--- config.mk ---
export PLATFORM = sky130hd
export DESIGN_NAME = instr_encoder
export DESIGN_NICKNAME = d
export VERILOG_FILES = /design/src/rtl/instr_encoder_pkg.sv /design/src/rtl/instr_encoder_fifo.sv /design/src/rtl/instr_encoder.sv
export SDC_FILE = /design/constraint.sdc
export NUM_CORES = 1
export LEC_CHECK = 0
export CORE_UTILIZATION = 58
export DETAILED_ROUTE_END_ITERATION = 10
export PLACE_DENSITY = 0.83
export SYNTH_ARGS = -nofsm -noshare
export SYNTH_HDL_FRONTEND = slang
export SYNTH_HIERARCHICAL = 1
export SYNTH_SLANG_ARGS = --single-unit
--- constraint.sdc ---
create_clock -name clk -period 5.95 [get_ports clk]
set_input_delay 1.19 -clock clk [delete_from_list [all_inputs] [get_ports clk]]
set_output_delay 1.19 -clock clk [all_outputs]
set_load 0.005 [all_outputs]
--- src/rtl/instr_encoder_pkg.sv ---
// ============================================================================
// Module      : instr_encoder_pkg
// Description : Shared type codes, RV32I opcodes and FIFO sizing for the
//               instruction encoder and the immediate generator.
// Revision    : 1.0 - initial release
// ============================================================================
`default_nettype none

package instr_encoder_pkg;

    localparam logic [3:0] TYPE_R  = 4'b0001;
    localparam logic [3:0] TYPE_I0 = 4'b0010;
    localparam logic [3:0] TYPE_I1 = 4'b0011;
    localparam logic [3:0] TYPE_I2 = 4'b0100;
    localparam logic [3:0] TYPE_I3 = 4'b0101;
    localparam logic [3:0] TYPE_S  = 4'b0110;
    localparam logic [3:0] TYPE_B  = 4'b0111;
    localparam logic [3:0] TYPE_U  = 4'b1000;
    localparam logic [3:0] TYPE_J  = 4'b1001;

    localparam logic [6:0] OPC_LOAD   = 7'b0000011;
    localparam logic [6:0] OPC_OP_IMM = 7'b0010011;
    localparam logic [6:0] OPC_AUIPC  = 7'b0010111;
    localparam logic [6:0] OPC_STORE  = 7'b0100011;
    localparam logic [6:0] OPC_OP     = 7'b0110011;
    localparam logic [6:0] OPC_LUI    = 7'b0110111;
    localparam logic [6:0] OPC_BRANCH = 7'b1100011;
    localparam logic [6:0] OPC_JALR   = 7'b1100111;
    localparam logic [6:0] OPC_JAL    = 7'b1101111;
    localparam logic [6:0] OPC_SYSTEM = 7'b1110011;

    localparam int FIFO_DEPTH = 2;
    localparam int PAYLOAD_W  = 65;

    typedef struct packed {
        logic        err;
        logic [31:0] addr;
        logic [31:0] instr;
    } enc_word_t;

    // True when imm equals the sign-extension of imm[msb:0].
    function automatic logic sext_fits(input logic [31:0] imm, input int msb);
        logic [31:0] mask;
        logic [31:0] upper;
        mask  = 32'hFFFF_FFFF << msb;
        upper = imm & mask;
        return (upper == 32'h0) || (upper == mask);
    endfunction

endpackage

`default_nettype wire

--- src/rtl/instr_encoder_fifo.sv ---
// ============================================================================
// Module      : enc_fifo
// Description : Two-entry FIFO carrying {err, addr, instr} encoder words.
// Revision    : 1.0 - initial release
// ============================================================================
`default_nettype none

module enc_fifo
    import instr_encoder_pkg::*;
#(
    parameter logic [PAYLOAD_W-1:0] RESET_WORD = '0
) (
    input  logic                 clk,
    input  logic                 rst_n,
    input  logic                 push,
    input  logic [PAYLOAD_W-1:0] push_data,
    output logic                 full,
    input  logic                 pop,
    output logic                 out_valid,
    output logic [PAYLOAD_W-1:0] out_data
);

    logic [PAYLOAD_W-1:0] r_mem [FIFO_DEPTH];
    logic                 r_wr_ptr;
    logic                 r_rd_ptr;
    logic [1:0]           r_count;
    logic                 w_push;
    logic                 w_pop;

    assign w_pop  = pop && (r_count != 2'd0);
    // A pop on the same edge frees the slot the push lands in.
    assign w_push = push && ((r_count != 2'(FIFO_DEPTH)) || w_pop);

    always_ff @(posedge clk or negedge rst_n) begin
        if (!rst_n) begin
            for (int i = 0; i < FIFO_DEPTH; i++) begin
                r_mem[i] <= RESET_WORD;
            end
            r_wr_ptr <= 1'b0;
            r_rd_ptr <= 1'b0;
            r_count  <= 2'd0;
        end else begin
            if (w_push) begin
                r_mem[r_wr_ptr] <= push_data;
                r_wr_ptr        <= ~r_wr_ptr;
            end
            if (w_pop) begin
                r_rd_ptr <= ~r_rd_ptr;
            end
            case ({w_push, w_pop})
                2'b10:   r_count <= r_count + 2'd1;
                2'b01:   r_count <= r_count - 2'd1;
                default: r_count <= r_count;
            endcase
        end
    end

    assign full      = (r_count == 2'(FIFO_DEPTH));
    assign out_valid = (r_count != 2'd0);
    assign out_data  = r_mem[r_rd_ptr];

endmodule

`default_nettype wire

--- src/rtl/instr_encoder.sv ---
// ============================================================================
// Module      : instr_encoder
// Description : Packs RV32I fields and immediate into instruction words,
//               tags them with a word address and queues them in enc_fifo.
//               Optional macro IMM_RANGE_CHECK_EN flags out-of-range immediates.
// Revision    : 1.0 - initial release
// ============================================================================
`default_nettype none

module instr_encoder #(
    parameter logic [31:0] BASE_ADDR = 32'h0000_0000
) (
    input  logic        clk,
    input  logic        rst_n,
    input  logic        enc_in_valid,
    output logic        enc_in_ready,
    input  logic [3:0]  enc_in_type,
    input  logic [6:0]  enc_in_opcode,
    input  logic [2:0]  enc_in_funct3,
    input  logic [6:0]  enc_in_funct7,
    input  logic [4:0]  enc_in_rd,
    input  logic [4:0]  enc_in_rs1,
    input  logic [4:0]  enc_in_rs2,
    input  logic [31:0] enc_in_imm,
    input  logic        enc_addr_clr,
    output logic        enc_out_valid,
    input  logic        enc_out_ready,
    output logic [31:0] enc_out_instr,
    output logic [31:0] enc_out_addr,
    output logic        enc_out_err
);
    import instr_encoder_pkg::*;

    logic [31:0] w_instr;
    logic        w_bad_type;
    logic        w_err;
    logic        w_accept;
    logic        w_full;
    logic [31:0] w_tag;
    logic [31:0] r_addr;
    enc_word_t   w_push_word;
    enc_word_t   w_head_word;
`ifdef IMM_RANGE_CHECK_EN
    logic        w_range_err;
`endif

    always_comb begin
        w_instr    = 32'h0;
        w_bad_type = 1'b0;
`ifdef IMM_RANGE_CHECK_EN
        w_range_err = 1'b0;
`endif
        case (enc_in_type)
            TYPE_R: w_instr = {enc_in_funct7, enc_in_rs2, enc_in_rs1, enc_in_funct3,
                               enc_in_rd, enc_in_opcode};
            TYPE_I0, TYPE_I1, TYPE_I2, TYPE_I3: begin
                w_instr = {enc_in_imm[11:0], enc_in_rs1, enc_in_funct3, enc_in_rd,
                           enc_in_opcode};
`ifdef IMM_RANGE_CHECK_EN
                w_range_err = !sext_fits(enc_in_imm, 11);
`endif
            end
            TYPE_S: begin
                w_instr = {enc_in_imm[11:5], enc_in_rs2, enc_in_rs1, enc_in_funct3,
                           enc_in_imm[4:0], enc_in_opcode};
`ifdef IMM_RANGE_CHECK_EN
                w_range_err = !sext_fits(enc_in_imm, 11);
`endif
            end
            TYPE_B: begin
                w_instr = {enc_in_imm[12], enc_in_imm[10:5], enc_in_rs2, enc_in_rs1,
                           enc_in_funct3, enc_in_imm[4:1], enc_in_imm[11], enc_in_opcode};
`ifdef IMM_RANGE_CHECK_EN
                w_range_err = !sext_fits(enc_in_imm, 12) || enc_in_imm[0];
`endif
            end
            TYPE_U: begin
                w_instr = {enc_in_imm[31:12], enc_in_rd, enc_in_opcode};
`ifdef IMM_RANGE_CHECK_EN
                w_range_err = (enc_in_imm[11:0] != 12'h0);
`endif
            end
            TYPE_J: begin
                w_instr = {enc_in_imm[20], enc_in_imm[10:1], enc_in_imm[11],
                           enc_in_imm[19:12], enc_in_rd, enc_in_opcode};
`ifdef IMM_RANGE_CHECK_EN
                w_range_err = !sext_fits(enc_in_imm, 20) || enc_in_imm[0];
`endif
            end
            default: w_bad_type = 1'b1;
        endcase
    end

`ifdef IMM_RANGE_CHECK_EN
    assign w_err = w_bad_type | w_range_err;
`else
    assign w_err = w_bad_type;
`endif

    assign enc_in_ready = !w_full;
    assign w_accept     = enc_in_valid && enc_in_ready;
    // A clear takes effect for the word accepted on the same edge.
    assign w_tag        = enc_addr_clr ? BASE_ADDR : r_addr;

    always_ff @(posedge clk or negedge rst_n) begin
        if (!rst_n) begin
            r_addr <= BASE_ADDR;
        end else if (w_accept) begin
            r_addr <= w_tag + 32'd4;
        end else if (enc_addr_clr) begin
            r_addr <= BASE_ADDR;
        end
    end

    assign w_push_word = '{err: w_err, addr: w_tag, instr: w_instr};

    enc_fifo #(
        .RESET_WORD ({1'b0, BASE_ADDR, 32'h0})
    ) u_fifo (
        .clk       (clk),
        .rst_n     (rst_n),
        .push      (w_accept),
        .push_data (w_push_word),
        .full      (w_full),
        .pop       (enc_out_ready),
        .out_valid (enc_out_valid),
        .out_data  (w_head_word)
    );

    assign enc_out_instr = w_head_word.instr;
    assign enc_out_addr  = w_head_word.addr;
    assign enc_out_err   = w_head_word.err;

endmodule

`default_nettype wire

==> impl_metrics.py, run 1 <==
metrics = {
    "global_route": {
        "grt_pass1_wl_um": 30200,
        "grt_pass1_vias": 6119,
        "grt_antenna_before_repair": 0,
        "grt_max_degree": 123,
        "gr-usage-all-layers": 0.260,
        "grt_overflow": 0,
    },
    "timing": {
        "slew_violations": 0,
        "skew_ns": 0.00688,
        "rsz0062_at_grt": "no",
        "worst_slew_pin_slew_ns": 1.19,
        "slew_headroom": 0.208,
        "setup_tns_ns": 0,
        "period_share": 0.689,
        "hold_viol_final": 0,
        "period_needed_ns": 4.10,
        "finalSetupViolations": 0,
        "fmax_mhz": 244,
    },
    "logic_synthesis": {
        "synth_top_family_by_area": "multiplexers",
        "yosysMostFrequentCell": "dfrtp_1",
        "yosys.area_share.adder": 0.00146,
        "seq_area_frac_synth": 0.486,
        "synth_top_cell_area_share": 0.486,
        "synth_ff_type": "dfrtp_1",
        "synth_xor_area_frac": 0.0328,
        "yosysTopAreaCell": "dfrtp_1",
        "synth_simple_gate_area_frac": 0.112,
        "synth_area_per_cell_um2": 13.1,
        "syn_area_um2": 8540,
        "synth-edff-count": 0,
        "synthTopCellsByCount": "dfrtp_1, mux2_2, mux2_4",
        "synthMuxAreaShare": 0.292,
        "syn_inst": 653,
        "synth_nets": 727,
        "yosys_warnings": 6,
        "synthTopCellsByArea": "dfrtp_1, mux2_2, mux2_4",
        "synth-seq-cells": 166,
        "yosys.cell_types.count": 51,
        "ys_async_sr_fraction": 1.00,
        "synth_compound_area_frac": 0.0357,
    },
    "pwr": {
        "power_per_cell_area_nw_per_um2": 374,
        "total_power_uw": 3930,
        "p_leak_uw": 0.00491,
        "switchingPower_uw": 1090,
        "p_seq_frac": 0.396,
        "max-vdd-ir-drop_v": 0.000466,
        "comb_power_share": 0.332,
        "sw_frac_of_total": 0.278,
        "p_int_uw": 2830,
        "pwr-share-clk": 0.272,
    },
    "drt": {
        "drtIter0Drc": 390,
        "ant_nets": 0,
        "detail_route.wl_per_cell_um": 19.1,
        "avgViaCountPerCell": 5.87,
        "wirelength_um": 18400,
        "route.vias.total": 5669,
        "drc": 0,
        "dr.pass1.iters": 7,
    },
    "cells_and_area": {
        "drive_gt1_frac": 0.276,
        "area_growth_pct": 23.0,
        "multi_input_area_um2": 4060,
        "nets": 852,
        "diodes": 0,
        "nFillCells": 933,
        "seq_area_um2": 4160,
    },
    "clock_tree": {
        "cts_buffers": 17,
        "cts.repair.resized": 0,
        "cts_root_buf": "clkbuf_16",
        "max-clock-path-buffers": 2,
        "cts_tree": "done",
        "postCtsSetupBuffers": 0,
        "cts_num_sinks": 166,
        "clk_latency_ns": 0.42,
        "clk_pin_slew_ns": 0.06,
        "htreeDepth": 4,
        "cts_hold_buf": 0,
    },
    "placement": {
        "gp_congestion": 0.890,
        "dp_hpwl_um": 12500,
        "port_buffers": 139,
    },
    "setup_path": {
        "crit_required_ns": 4.76,
        "endpoint_kind": "output port",
        "cp_max_fo": 48,
        "worstSetupPathType": "reg2out",
        "cp.arrival_ns": 2.91,
        "critPathLaunchType": "flop",
    },
    "run_status": {
        "status": "finished, final reports clean",
    },
    "flow_run": {
        "drv_cap": 0,
    },
    "die": {
        "initial_utilization": 0.604,
        "rows": 43,
        "die_w_um": 123,
        "die_h_um": 123,
        "ios": 140,
        "core_um2": 14100,
        "die_area_um2": 15200,
    },
    "hold_path": {
        "hp-class": "reg2reg",
    },
}
-- metrics by stage --
step,util,instances,cell area (um^2),hold slack (ns),setup slack [ns]
after floorplan,-,653,8540,0.454,2.84
after global placement,0.703,939,9950,0.462,1.98
after detailed placement,0.703,939,9950,0.475,1.85
after CTS,0.743,966,10500,0.489,1.83
after global routing,0.743,966,10500,0.499,1.74
final,0.743,966,10500,0.483,1.85
-- power by group through the flow --
stage          sequential [uW]  clock (uW)  combinational (uW)
6_report                  1550        1070                1300
5_1_grt                   1590        1140                1400
4_1_cts                   1550        1090                1320
3_5_place_dp              1570           0                1310
3_3_place_gp              1550           0                1280
2_1_floorplan             1460           0                 879
-- flip-flops by register name, summed over array words and instances, names as in the netlist --
name             cells
u_fifo/r_mem       130
r_addr              32
u_fifo/r_count       2
u_fifo/r_rd_ptr      1
u_fifo/r_wr_ptr      1
-- final timing paths --
| kind | slack [ns] | endpoint | startpoint | depth (start not counted) |
|---|---|---|---|---|
| min in group asynchronous | 0.92 | u_fifo/r_mem[105] | rst_n | 1 |
| worst max register to register | 3.41 | r_addr[16] | u_fifo/r_count[1] | 7 |
| worst min register to register | 0.48 | u_fifo/r_mem[74] | u_fifo/r_mem[74] | 1 |
| max in group asynchronous | 3.76 | u_fifo/r_rd_ptr | rst_n | 2 |
| worst min-delay path | 0.48 | u_fifo/r_mem[74] | u_fifo/r_mem[74] | 1 |
| worst max-delay path | 1.85 | enc_out_addr[12] | u_fifo/r_rd_ptr | 3 |
-- per-layer routing --
layer  track usage  share of wire  up-vias
met3        0.0535          0.033       34
li1              -              -     2558
met1         0.346           0.44     2936
met2         0.416           0.50      141
met5             0              0        -
met4         0.107          0.024        0
-- cells in the final DEF (no fill, tap or decap), drive strengths merged, types with 2 or more instances in the layout --
cell           instances
a32oi                  2
a22o                   8
clkinv                 3
dfrtp                166
nand4b                 2
nor2                   9
and3b                  2
and3                   6
a21oi                  8
mux2i                  3
xor2                  19
nand2b                 9
xnor2                 13
and2                  12
nand3                  9
inv                   18
nor3                  13
clkdlybuf4s50        138
buf                    8
and4b                  2
o21ai                  9
nor4                  10
a221o                  4
nor3b                  6
mux2                 202
nand4                  8
bufinv                 3
or2                    3
nor2b                 27
nand2                 25
or3                    4
a222oi                 6
clkbuf                21
-- worst max-delay path: stages, from the launching register on --
cell and delay [ns]:
dfrtp_2 1.15, buf_4 0.44, mux2_2 0.41, clkdlybuf4s50_1 0.46
-- cells by family after synthesis --
kind of cell | count (synthesis)
buffers and inverters | 58
DFF | 166
and+or+nand+nor | 150
AOI/OAI and AO/OA | 41
adders and majority gates | 1
muxes | 205
xor gates and xnor gates | 32
-- cell type report --
class | count | area share
multi-input cells | 429 | 0.386
clock inverters | 6 | 0.0100
inverters | 18 | 0.00643
flip-flops and latches | 166 | 0.395
well taps | 180 | 0.0214
repair buffers | 146 | 0.138
clock buffers | 21 | 0.0429
Power figures use the tool's default switching activity.
==> inputs of run 2 (changes only) <==
- CORE_UTILIZATION: 58 -> 54
- PLACE_DENSITY: 0.83 -> 0.78
- clock period: 5.95 -> 4.1 ns (I/O delays scaled with it)
==> run 2 against run 1 <==
  * Global-route usage decreased by 2.5 points
  * Cell count increased by 3.7%
  * Die area increased by 7.3%
  * Flip-flop and latch count unchanged
  * Clock-buffer cell count increased by 1
  * Clock skew increased by 0.0052 ns
  * Hold slack got worse by 0.0014 ns
  * Critical path depth unchanged
  * Combinational power increased by 50%
  * Sequential share of layout area decreased by 0.57 points
  * Routed wire length decreased by 2.3%
  * Critical path type unchanged
  * Largest cell class unchanged
  * Highest routed layer unchanged
==> impl_metrics.py, run 2 (synthesis gave the netlist of run 1 again) <==
metrics = {
    "run_status": {
        "status": "finished, final reports clean",
    },
    "cells_and_area": {
        "area_growth_pct": 24.8,
        "nFillCells": 1071,
        "regMostFlops": "u_fifo/r_mem",
        "final_cell_mix": "dfrtp_1, clkdlybuf4s50_1, mux2_2",
        "diodes": 0,
        "drive_gt1_frac": 0.281,
        "reg_top3": "u_fifo/r_mem (130), r_addr (32), u_fifo/r_count (2)",
        "largest_register_ffs": 130,
        "nets": 853,
        "final_common_cell": "dfrtp_1",
    },
    "die": {
        "initial_utilization": 0.558,
        "die_w_um": 128,
        "die_area_um2": 16300,
        "die_h_um": 128,
        "ios": 140,
        "core_um2": 15300,
        "rows": 45,
    },
    "setup_path": {
        "timing.rr.start": "u_fifo/r_count[1]",
        "critPathLaunchType": "flop",
        "endpoint_kind": "output port",
        "crit_required_ns": 3.28,
        "worstSetupPathType": "reg2out",
        "regToRegSetupSlack_ns": 1.57,
        "rr_endpoint": "r_addr[18]",
        "cp_max_fo": 42,
        "reg2regPathDepth": 7,
        "cp.arrival_ns": 2.41,
    },
    "timing": {
        "rsz0062_at_grt": "no",
        "setup_tns_ns": 0,
        "postLayoutSetupSlackWorst_ns": 0.866,
        "hold_viol_final": 0,
        "worst_slew_pin_slew_ns": 1.07,
        "slew_violations": 0,
        "finalSetupViolations": 0,
        "skew_ns": 0.0120,
        "period_share": 0.789,
        "period_needed_ns": 3.23,
        "slew_headroom": 0.286,
        "fmax_mhz": 309,
    },
    "global_route": {
        "grt_util_met3": 0.0530,
        "grt_max_degree": 119,
        "grt.busiest_layer": "met2",
        "grt_use_met2": 0.396,
        "grt_pass1_vias": 5842,
        "use_met1": 0.302,
        "grt_overflow": 0,
        "gr-usage-all-layers": 0.235,
        "grt_antenna_before_repair": 0,
        "grt_pass1_wl_um": 29800,
    },
    "pwr": {
        "max-vdd-ir-drop_v": 0.000434,
        "power_per_cell_area_nw_per_um2": 551,
        "p_leak_uw": 0.00496,
    },
    "clock_tree": {
        "cts.repair.resized": 0,
        "cts_num_sinks": 166,
        "clk_pin_slew_ns": 0.06,
        "clk_latency_ns": 0.42,
        "cts_root_buf": "clkbuf_16",
        "htreeDepth": 4,
        "cts_buffers": 17,
        "cts_tree": "done",
        "cts_hold_buf": 0,
        "postCtsSetupBuffers": 0,
        "max-clock-path-buffers": 2,
    },
    "drt": {
        "detail_route.wl_per_cell_um": 17.9,
        "wirelength_um": 18000,
        "dr.pass1.iters": 4,
        "route.vias.total": 5534,
        "drc": 0,
        "drtIter0Drc": 286,
        "ant_nets": 0,
        "avgViaCountPerCell": 5.52,
    },
    "hold_path": {
        "hold_depth": 1,
        "worstHoldStart": "u_fifo/r_mem[91]",
        "holdPathEnd": "u_fifo/r_mem[91]",
        "hp-class": "reg2reg",
    },
    "placement": {
        "place_ws_ns": 0.657,
        "dp_hpwl_um": 12100,
        "gp_congestion": 0.837,
        "port_buffers": 139,
    },
    "flow_run": {
        "drv_cap": 0,
    },
}
## run 2: how the worst max path moves through the flow
stage                         start               end  slack, ns
global route        u_fifo/r_rd_ptr  enc_out_addr[13]       0.76
floorplan              enc_addr_clr        r_addr[18]       1.36
global placement       enc_addr_clr        r_addr[16]       0.76
finish              u_fifo/r_rd_ptr  enc_out_addr[13]       0.87
CTS                 u_fifo/r_rd_ptr       enc_out_err       0.83
detailed placement     enc_addr_clr        r_addr[18]       0.66
## run 2: power by group
group | internal [uW] | switching, uW | total, uW
Sequential | 1980 | 232 | 2210
Clock | 1110 | 610 | 1720
Combinational | 1190 | 756 | 1950
## run 2: stage by stage
step	power (uW)	hold WS, ns	std cells	area, um^2	utilization
5_1_grt	6180	0.501	1002	10700	0.696
4_1_cts	5940	0.488	1002	10700	0.696
6_report	5870	0.482	1002	10700	0.696
3_5_place_dp	4190	0.472	971	10000	0.655
2_1_floorplan	3390	0.454	653	8540	-
3_3_place_gp	4110	0.463	971	10000	0.655
## run 2: cell type report
cell class / count / area (um^2) / area share
Clock buffer: 22 / 464 / 0.0435
Clock inverter: 9 / 174 / 0.0163
Inverter: 18 / 67.6 / 0.00634
Multi-Input combinational cell: 429 / 4060 / 0.381
Sequential cell: 166 / 4160 / 0.390
Tap cell: 211 / 264 / 0.0248
Timing Repair Buffer: 147 / 1480 / 0.139
## run 2: per-layer routing
layer | share of wire | up-vias
li1 | - | 2565
met1 | 0.44 | 2834
met2 | 0.51 | 112
met3 | 0.036 | 23
met4 | 0.016 | 0
met5 | 0 | -
## run 2: critical path, cell delays in order, from the launching register on
cell	delay [ns]
dfrtp_2	0.78
buf_12	0.34
mux2_2	0.37
clkdlybuf4s50_1	0.50
